==> config.mk <==
export PLATFORM = sky130hd
export DESIGN_NAME = encoder_velocity_meter
export DESIGN_NICKNAME = d
export VERILOG_FILES = /design/src/rtl/encoder_pkg.sv /design/src/rtl/quad_decoder.sv /design/src/rtl/encoder_velocity_meter.sv
export SDC_FILE = /design/constraint.sdc
export NUM_CORES = 1
export LEC_CHECK = 0
export ABC_AREA = 0
export ABC_CLOCK_PERIOD_IN_PS = 4300
export BUFFER_PORTS_ARGS = -buffer_cell sky130_fd_sc_hd__buf_4
export CAP_MARGIN = 10
export CORE_ASPECT_RATIO = 1.5
export CORE_MARGIN = 4
export CORE_UTILIZATION = 60
export CTS_CLUSTER_SIZE = 16
export DETAILED_ROUTE_END_ITERATION = 12
export PLACE_DENSITY = 0.79
export SLEW_MARGIN = 30
export SYNTH_ARGS = -nofsm -noshare
export SYNTH_HDL_FRONTEND = slang
export SYNTH_SLANG_ARGS = --single-unit
==> constraint.sdc <==
create_clock -name clk -period 4.3 [get_ports clk]
set_input_delay 1.29 -clock clk [delete_from_list [all_inputs] [get_ports clk]]
set_output_delay 1.29 -clock clk [all_outputs]
set_load 0.02 [all_outputs]
==> src/rtl/encoder_pkg.sv <==
// Shared types, widths and step-classification helpers for encoder_velocity_meter.
package encoder_pkg;

  typedef enum logic {DEC_INIT = 1'b0, DEC_RUN = 1'b1} dec_state_t;

  localparam int VEL_W = 8;
  localparam int POS_W = 16;
  localparam int ACC_W = 16;

  localparam logic [1:0] STEP_NONE = 2'b00;
  localparam logic [1:0] STEP_UP   = 2'b01;
  localparam logic [1:0] STEP_DN   = 2'b10;
  localparam logic [1:0] STEP_BAD  = 2'b11;

  // Gray position 00->0, 01->1, 11->2, 10->3; a distance of 2 means both bits moved.
  function automatic logic [1:0] classify(input logic [1:0] prev_ab, input logic [1:0] cur_ab);
    logic [1:0] prev_pos;
    logic [1:0] cur_pos;
    logic [1:0] diff;
    prev_pos = {prev_ab[1], prev_ab[1] ^ prev_ab[0]};
    cur_pos  = {cur_ab[1], cur_ab[1] ^ cur_ab[0]};
    diff     = cur_pos - prev_pos;
    case (diff)
      2'd0:    classify = STEP_NONE;
      2'd1:    classify = STEP_UP;
      2'd3:    classify = STEP_DN;
      default: classify = STEP_BAD;
    endcase
  endfunction

  function automatic logic [VEL_W-1:0] vel_mag(input logic signed [ACC_W-1:0] acc);
    logic [ACC_W:0] ext;
    logic [ACC_W:0] mag;
    ext = {acc[ACC_W-1], acc};
    mag = acc[ACC_W-1] ? ((ACC_W+1)'(0) - ext) : ext;
    vel_mag = (mag > (ACC_W+1)'({VEL_W{1'b1}})) ? {VEL_W{1'b1}} : mag[VEL_W-1:0];
  endfunction

endpackage

==> src/rtl/quad_decoder.sv <==
// Synchroniser, optional glitch filter (ENC_GLITCH_FILTER_EN) and 4x quadrature decode FSM.
// Emits single-cycle step_up / step_dn / illegal pulses.
module quad_decoder
  import encoder_pkg::*;
#(
  parameter int SYNC_STAGES = 2
`ifdef ENC_GLITCH_FILTER_EN
  , parameter int FILT_CYCLES = 4
`endif
) (
  input  logic clk,
  input  logic rst,
  input  logic enc_a,
  input  logic enc_b,
  output logic step_up,
  output logic step_dn,
  output logic illegal
);

  logic [SYNC_STAGES-1:0] sync_a;
  logic [SYNC_STAGES-1:0] sync_b;
  logic [1:0]             sync_ab;
  logic [1:0]             cur_ab;
  logic [1:0]             prev_ab;
  logic [1:0]             kind;
  dec_state_t             state;
  dec_state_t             state_next;

  always_ff @(posedge clk or posedge rst) begin
    if (rst) begin
      sync_a <= '0;
      sync_b <= '0;
    end else begin
      sync_a <= {sync_a[SYNC_STAGES-2:0], enc_a};
      sync_b <= {sync_b[SYNC_STAGES-2:0], enc_b};
    end
  end

  assign sync_ab = {sync_a[SYNC_STAGES-1], sync_b[SYNC_STAGES-1]};

`ifdef ENC_GLITCH_FILTER_EN
  localparam int FCW = $clog2(FILT_CYCLES + 1);
  logic [1:0]          filt_ab;
  logic [1:0][FCW-1:0] filt_cnt;

  // A channel follows its synced input only after FILT_CYCLES consecutive disagreeing samples.
  always_ff @(posedge clk or posedge rst) begin
    if (rst) begin
      filt_ab  <= 2'b00;
      filt_cnt <= '0;
    end else begin
      for (int i = 0; i < 2; i++) begin
        if (sync_ab[i] == filt_ab[i]) begin
          filt_cnt[i] <= '0;
        end else if (filt_cnt[i] == FCW'(FILT_CYCLES - 1)) begin
          filt_ab[i]  <= sync_ab[i];
          filt_cnt[i] <= '0;
        end else begin
          filt_cnt[i] <= filt_cnt[i] + FCW'(1);
        end
      end
    end
  end

  assign cur_ab = filt_ab;
`else
  assign cur_ab = sync_ab;
`endif

  always_ff @(posedge clk or posedge rst) begin
    if (rst) begin
      state   <= DEC_INIT;
      prev_ab <= 2'b00;
    end else begin
      state   <= state_next;
      prev_ab <= cur_ab;
    end
  end

  // INIT only latches the reference sample; RUN turns every transition into a pulse.
  always_comb begin
    state_next = state;
    step_up    = 1'b0;
    step_dn    = 1'b0;
    illegal    = 1'b0;
    kind       = classify(prev_ab, cur_ab);
    case (state)
      DEC_INIT: state_next = DEC_RUN;
      DEC_RUN: begin
        step_up = (kind == STEP_UP);
        step_dn = (kind == STEP_DN);
        illegal = (kind == STEP_BAD);
      end
      default: state_next = DEC_INIT;
    endcase
  end

endmodule

==> src/rtl/encoder_velocity_meter.sv <==
// Quadrature encoder velocity meter: window counter, saturating accumulator, position and outputs.
// Optional input glitch filter enabled by defining ENC_GLITCH_FILTER_EN.
module encoder_velocity_meter
  import encoder_pkg::*;
#(
  parameter int SAMPLE_CYCLES = 50000,
  parameter int SYNC_STAGES   = 2
`ifdef ENC_GLITCH_FILTER_EN
  , parameter int FILT_CYCLES = 4
`endif
) (
  input  logic             clk,
  input  logic             rst,
  input  logic             enc_a,
  input  logic             enc_b,
  input  logic             clr_err,
  output logic [VEL_W-1:0] vel_out,
  output logic             vel_dir,
  output logic             vel_valid,
  output logic [POS_W-1:0] position,
  output logic             illegal_err
);

  localparam int CNT_W = $clog2(SAMPLE_CYCLES);
  localparam logic signed [ACC_W-1:0] ACC_MAX = {1'b0, {(ACC_W-1){1'b1}}};
  localparam logic signed [ACC_W-1:0] ACC_MIN = {1'b1, {(ACC_W-1){1'b0}}};

  logic                    step_up;
  logic                    step_dn;
  logic                    illegal;
  logic [CNT_W-1:0]        cnt;
  logic                    terminal;
  logic signed [ACC_W-1:0] acc;
  logic signed [ACC_W-1:0] acc_sum;
  logic signed [ACC_W-1:0] step_val;

  quad_decoder #(
    .SYNC_STAGES(SYNC_STAGES)
`ifdef ENC_GLITCH_FILTER_EN
    , .FILT_CYCLES(FILT_CYCLES)
`endif
  ) u_dec (
    .clk    (clk),
    .rst    (rst),
    .enc_a  (enc_a),
    .enc_b  (enc_b),
    .step_up(step_up),
    .step_dn(step_dn),
    .illegal(illegal)
  );

  assign terminal = (cnt == CNT_W'(SAMPLE_CYCLES - 1));

  // Saturating accumulate, plus the value a fresh window starts from.
  always_comb begin
    acc_sum  = acc;
    step_val = '0;
    if (step_up) begin
      step_val = ACC_W'(1);
      acc_sum  = (acc == ACC_MAX) ? acc : acc + ACC_W'(1);
    end else if (step_dn) begin
      step_val = -ACC_W'(1);
      acc_sum  = (acc == ACC_MIN) ? acc : acc - ACC_W'(1);
    end else begin
      step_val = '0;
      acc_sum  = acc;
    end
  end

  always_ff @(posedge clk or posedge rst) begin
    if (rst) begin
      cnt         <= '0;
      acc         <= '0;
      vel_out     <= '0;
      vel_dir     <= 1'b0;
      vel_valid   <= 1'b0;
      position    <= '0;
      illegal_err <= 1'b0;
    end else begin
      vel_valid <= 1'b0;
      if (terminal) begin
        cnt       <= '0;
        vel_out   <= vel_mag(acc);
        vel_dir   <= (acc > ACC_W'(0));
        vel_valid <= 1'b1;
        acc       <= step_val;
      end else begin
        cnt <= cnt + CNT_W'(1);
        acc <= acc_sum;
      end
      if (step_up) begin
        position <= position + POS_W'(1);
      end else if (step_dn) begin
        position <= position - POS_W'(1);
      end
      // A coincident illegal event outranks the clear request.
      if (illegal) begin
        illegal_err <= 1'b1;
      end else if (clr_err) begin
        illegal_err <= 1'b0;
      end
    end
  end

endmodule

==> results.py <==
metrics = {
    "outcome": {
        "status": "completed",
    },
    "timing": {
        "hold_violations": 0,
        "max-slew-margin-rel_pct": 48.5,
        "max_freq_mhz": 259,
        "rsz0062_at_grt": "false",
        "slew_viol_final": 0,
        "fin_crit_sh_pct": 89.6,
        "layout_min_cycle_time_ps": 3850,
        "setup_tns_ps": 0,
        "setup_viol": 0,
        "finClkSkew_ps": 9.98,
        "worst_pin_slew_ps": 771,
        "whs_ps": 353,
    },
    "worst_setup_path": {
        "worstSetupPathType": "register to register",
        "rrSetupSlack_ps": 450,
        "r2r_start": "u_dec.sync_a[1]",
        "crit_arrival_ps": 4100,
        "r2r_cells": 14,
        "critPathRequiredTime_ps": 4540,
        "start_kind": "register",
        "crit_path_max_fanout": 14,
        "r2r-end": "acc[15]",
        "endpoint_kind": "register",
    },
    "worst_hold_path": {
        "hold_depth": 0,
        "min_from": "u_dec.sync_a[0]",
        "whs_endpoint": "u_dec.sync_a[1]",
        "min_path_type": "register to register",
    },
    "synthesis": {
        "yosysSeqAreaShare_pct": 37.4,
        "synth_cell_types": 57,
        "synth_top_area_share_pct": 37.4,
        "async_flop_share_pct": 100,
        "yosysWarningCount": 0,
        "synth_fp_nets": 533,
        "synth_most_common_cell": "dfrtp_1",
        "synthCells": 491,
        "synth_edf_count": 0,
        "synth_top_flop_cell": "dfrtp_1",
        "synthesis.area_um2": 4410,
        "synth_top_area_cell": "dfrtp_1",
        "synth-seq-cells": 66,
        "synth_common_cells": "dfrtp_1, nor2_1, a21oi_1, nand2_1",
        "synth_area_leaders": "dfrtp_1, ha_1, xnor2_1",
        "syn_area_per_cell_um2": 8.99,
    },
    "pwr": {
        "vdd.ir_drop.worst_uv": 361,
        "p_leak_uw": 0.00225,
        "power_density_nw_per_um2": 735,
    },
    "detailed_routing": {
        "drtPass1Iterations": 6,
        "wl_per_cell_um": 15.9,
        "viasPerCell": 6.09,
        "wirelength_um": 10000,
        "ant_nets": 0,
        "drc_errors": 0,
        "drt_iter0_drc": 131,
        "route.vias.total": 3837,
    },
    "finish": {
        "layout-drive-gt1-share_pct": 11.7,
        "final_nets": 567,
        "fin_cells": 630,
        "fill_cells": 563,
        "area_delta_synth_final_pct": 12.6,
        "diodes": 0,
        "ff_latch_area_um2": 1650,
        "multiInputGateArea_um2": 2650,
    },
    "die": {
        "die_h_um": 113,
        "die_w_um": 78.0,
        "initial_utilization_pct": 61.5,
        "core_area_um2": 7180,
        "die-area_um2": 8820,
        "rows": 38,
        "pin_count": 32,
    },
    "cts": {
        "ctsResizeCount": 0,
        "post_cts_buffers": 0,
        "numCtsBuffers": 9,
        "path_clk_slew_ps": 70,
        "cts_buffer_depth": 2,
        "holdBufCountCts": 0,
        "cts_sinks": 66,
        "cts_tree": "built",
        "cts_root_buf": "clkbuf_8",
        "htree_levels": 3,
        "clkLatencyLatePin_ps": 370,
    },
    "placement": {
        "hpwl_um": 7410,
        "post-place-cells": 614,
        "place_congestion": 0.976,
        "port-buffer-count": 31,
    },
    "run": {
        "maxCapViolCount": 0,
    },
    "global_routing": {
        "grt_max_degree": 46,
        "grtUsageMet2_pct": 45.4,
        "globalRouteTotalUtil_pct": 24.4,
        "top_usage_layer": "met2",
        "grt_pass1_wl_um": 17200,
        "grt_use_met1_pct": 26.0,
        "grt_pass1_vias": 3880,
        "grt.overflow.total": 0,
        "grtUsageMet3_pct": 4.54,
        "antenna_found_initial": 0,
    },
}
==> flip-flops by register name, summed over array words and instances, names as in the netlist <==
| register | count |
|---|---|
| illegal_err | 1 |
| position | 16 |
| acc | 16 |
| vel_valid | 1 |
| u_dec.sync_b | 2 |
| u_dec.prev_ab | 2 |
| vel_out | 8 |
| u_dec.sync_a | 2 |
| cnt | 16 |
| vel_dir | 1 |
| u_dec.state | 1 |
==> stage by stage <==
stage          cell area, µm²  setup WS, ps  utilization, %  total power [µW]
6_report                 4970           446            69.2              3650
5_1_grt                  4970           115            69.2              3970
4_1_cts                  4970           441            69.2              3650
3_5_place_dp             4770           469            66.4              3100
3_3_place_gp             4770           660            66.4              3040
2_1_floorplan            4410           837               -              2610
==> placed cells by master, fill, tap and decap left out, types with 3 or more instances in the layout <==
cell      Yosys  final
clkbuf_8      0     10
nand2_1      40     40
nand2b_1      7      7
nand4_1       7      7
a31oi_1       4      4
nor2_1       51     51
mux2i_1       6      6
o21ai_0      35     35
o31ai_1       5      5
a21oi_1      40     40
a221oi_1      3      3
o211ai_1      4      4
a211oi_1      7      7
and2_1        3      3
nand3_1      18     18
nor2b_1      10     10
clkinv_2      0      3
nor4_1        5      5
ha_1         35     35
xnor2_1      24     24
inv_1        14     13
and3_1        3      3
xor2_1       23     23
buf_4         0     38
a21o_1        9      9
o21a_1        4      4
nor3_1       11     11
dfrtp_1      66     66
==> report_power, final <==
group          switching [µW]  internal, µW  leakage (µW)
Combinational            1130           937       0.00131
Clock                     254           284      0.000103
Sequential                274           775      0.000831
==> worst max-delay path, cell delays in order, from the launching register on <==
cell and delay, ps:
dfrtp_1 410, xnor2_1 140, ha_1 200, xnor2_1 190, xnor2_1 160, or2_2 460
buf_4 260, ha_1 370, nand3_1 120, nor4_1 380, o31ai_1 220, nor3_1 470
nor2_1 100, a31oi_1 150, nand3_1 90
==> layout make-up <==
cell class / count / share of cell area, %
Multi-Input combinational cell: 395 / 53.3
Sequential cell: 66 / 33.2
Timing Repair Buffer: 38 / 5.74
Clock buffer: 10 / 2.77
Tap cell: 100 / 2.52
Clock inverter: 6 / 1.31
Inverter: 15 / 1.16
==> kinds of logic after synthesis <==
| family | count (synthesis) | share of synthesized area (%) |
|---|---|---|
| simple gates | 171 | 19.4 |
| other cells | 1 | 0.0850 |
| flops | 66 | 37.4 |
| fa+ha+maj | 37 | 10.8 |
| xor+xnor | 47 | 9.33 |
| compound gates | 133 | 19.0 |
| buf+inv | 30 | 2.58 |
| mux | 6 | 1.36 |
==> worst max-delay path by stage <==
stage                   end              from  slack, ps  cells after the start
floorplan           acc[12]   u_dec.sync_a[1]        840                     14
global placement    acc[15]   u_dec.sync_a[1]        660                     14
detailed placement  acc[14]   u_dec.sync_a[1]        470                     14
CTS                 acc[14]   u_dec.sync_a[1]        440                     14
global route        acc[14]  u_dec.prev_ab[1]        120                     14
finish              acc[15]   u_dec.sync_a[1]        450                     14
==> routing by layer <==
| layer | routed length, µm | up-vias | part of all wire [%] |
|---|---|---|---|
| met2 | 5430 | 96 | 54 |
| li1 | - | 1848 | - |
| met3 | 404 | 34 | 4.0 |
| met1 | 3880 | 1859 | 39 |
| met5 | 0 | - | 0 |
| met4 | 310 | 0 | 3.1 |
Power figures use the tool's default switching activity.
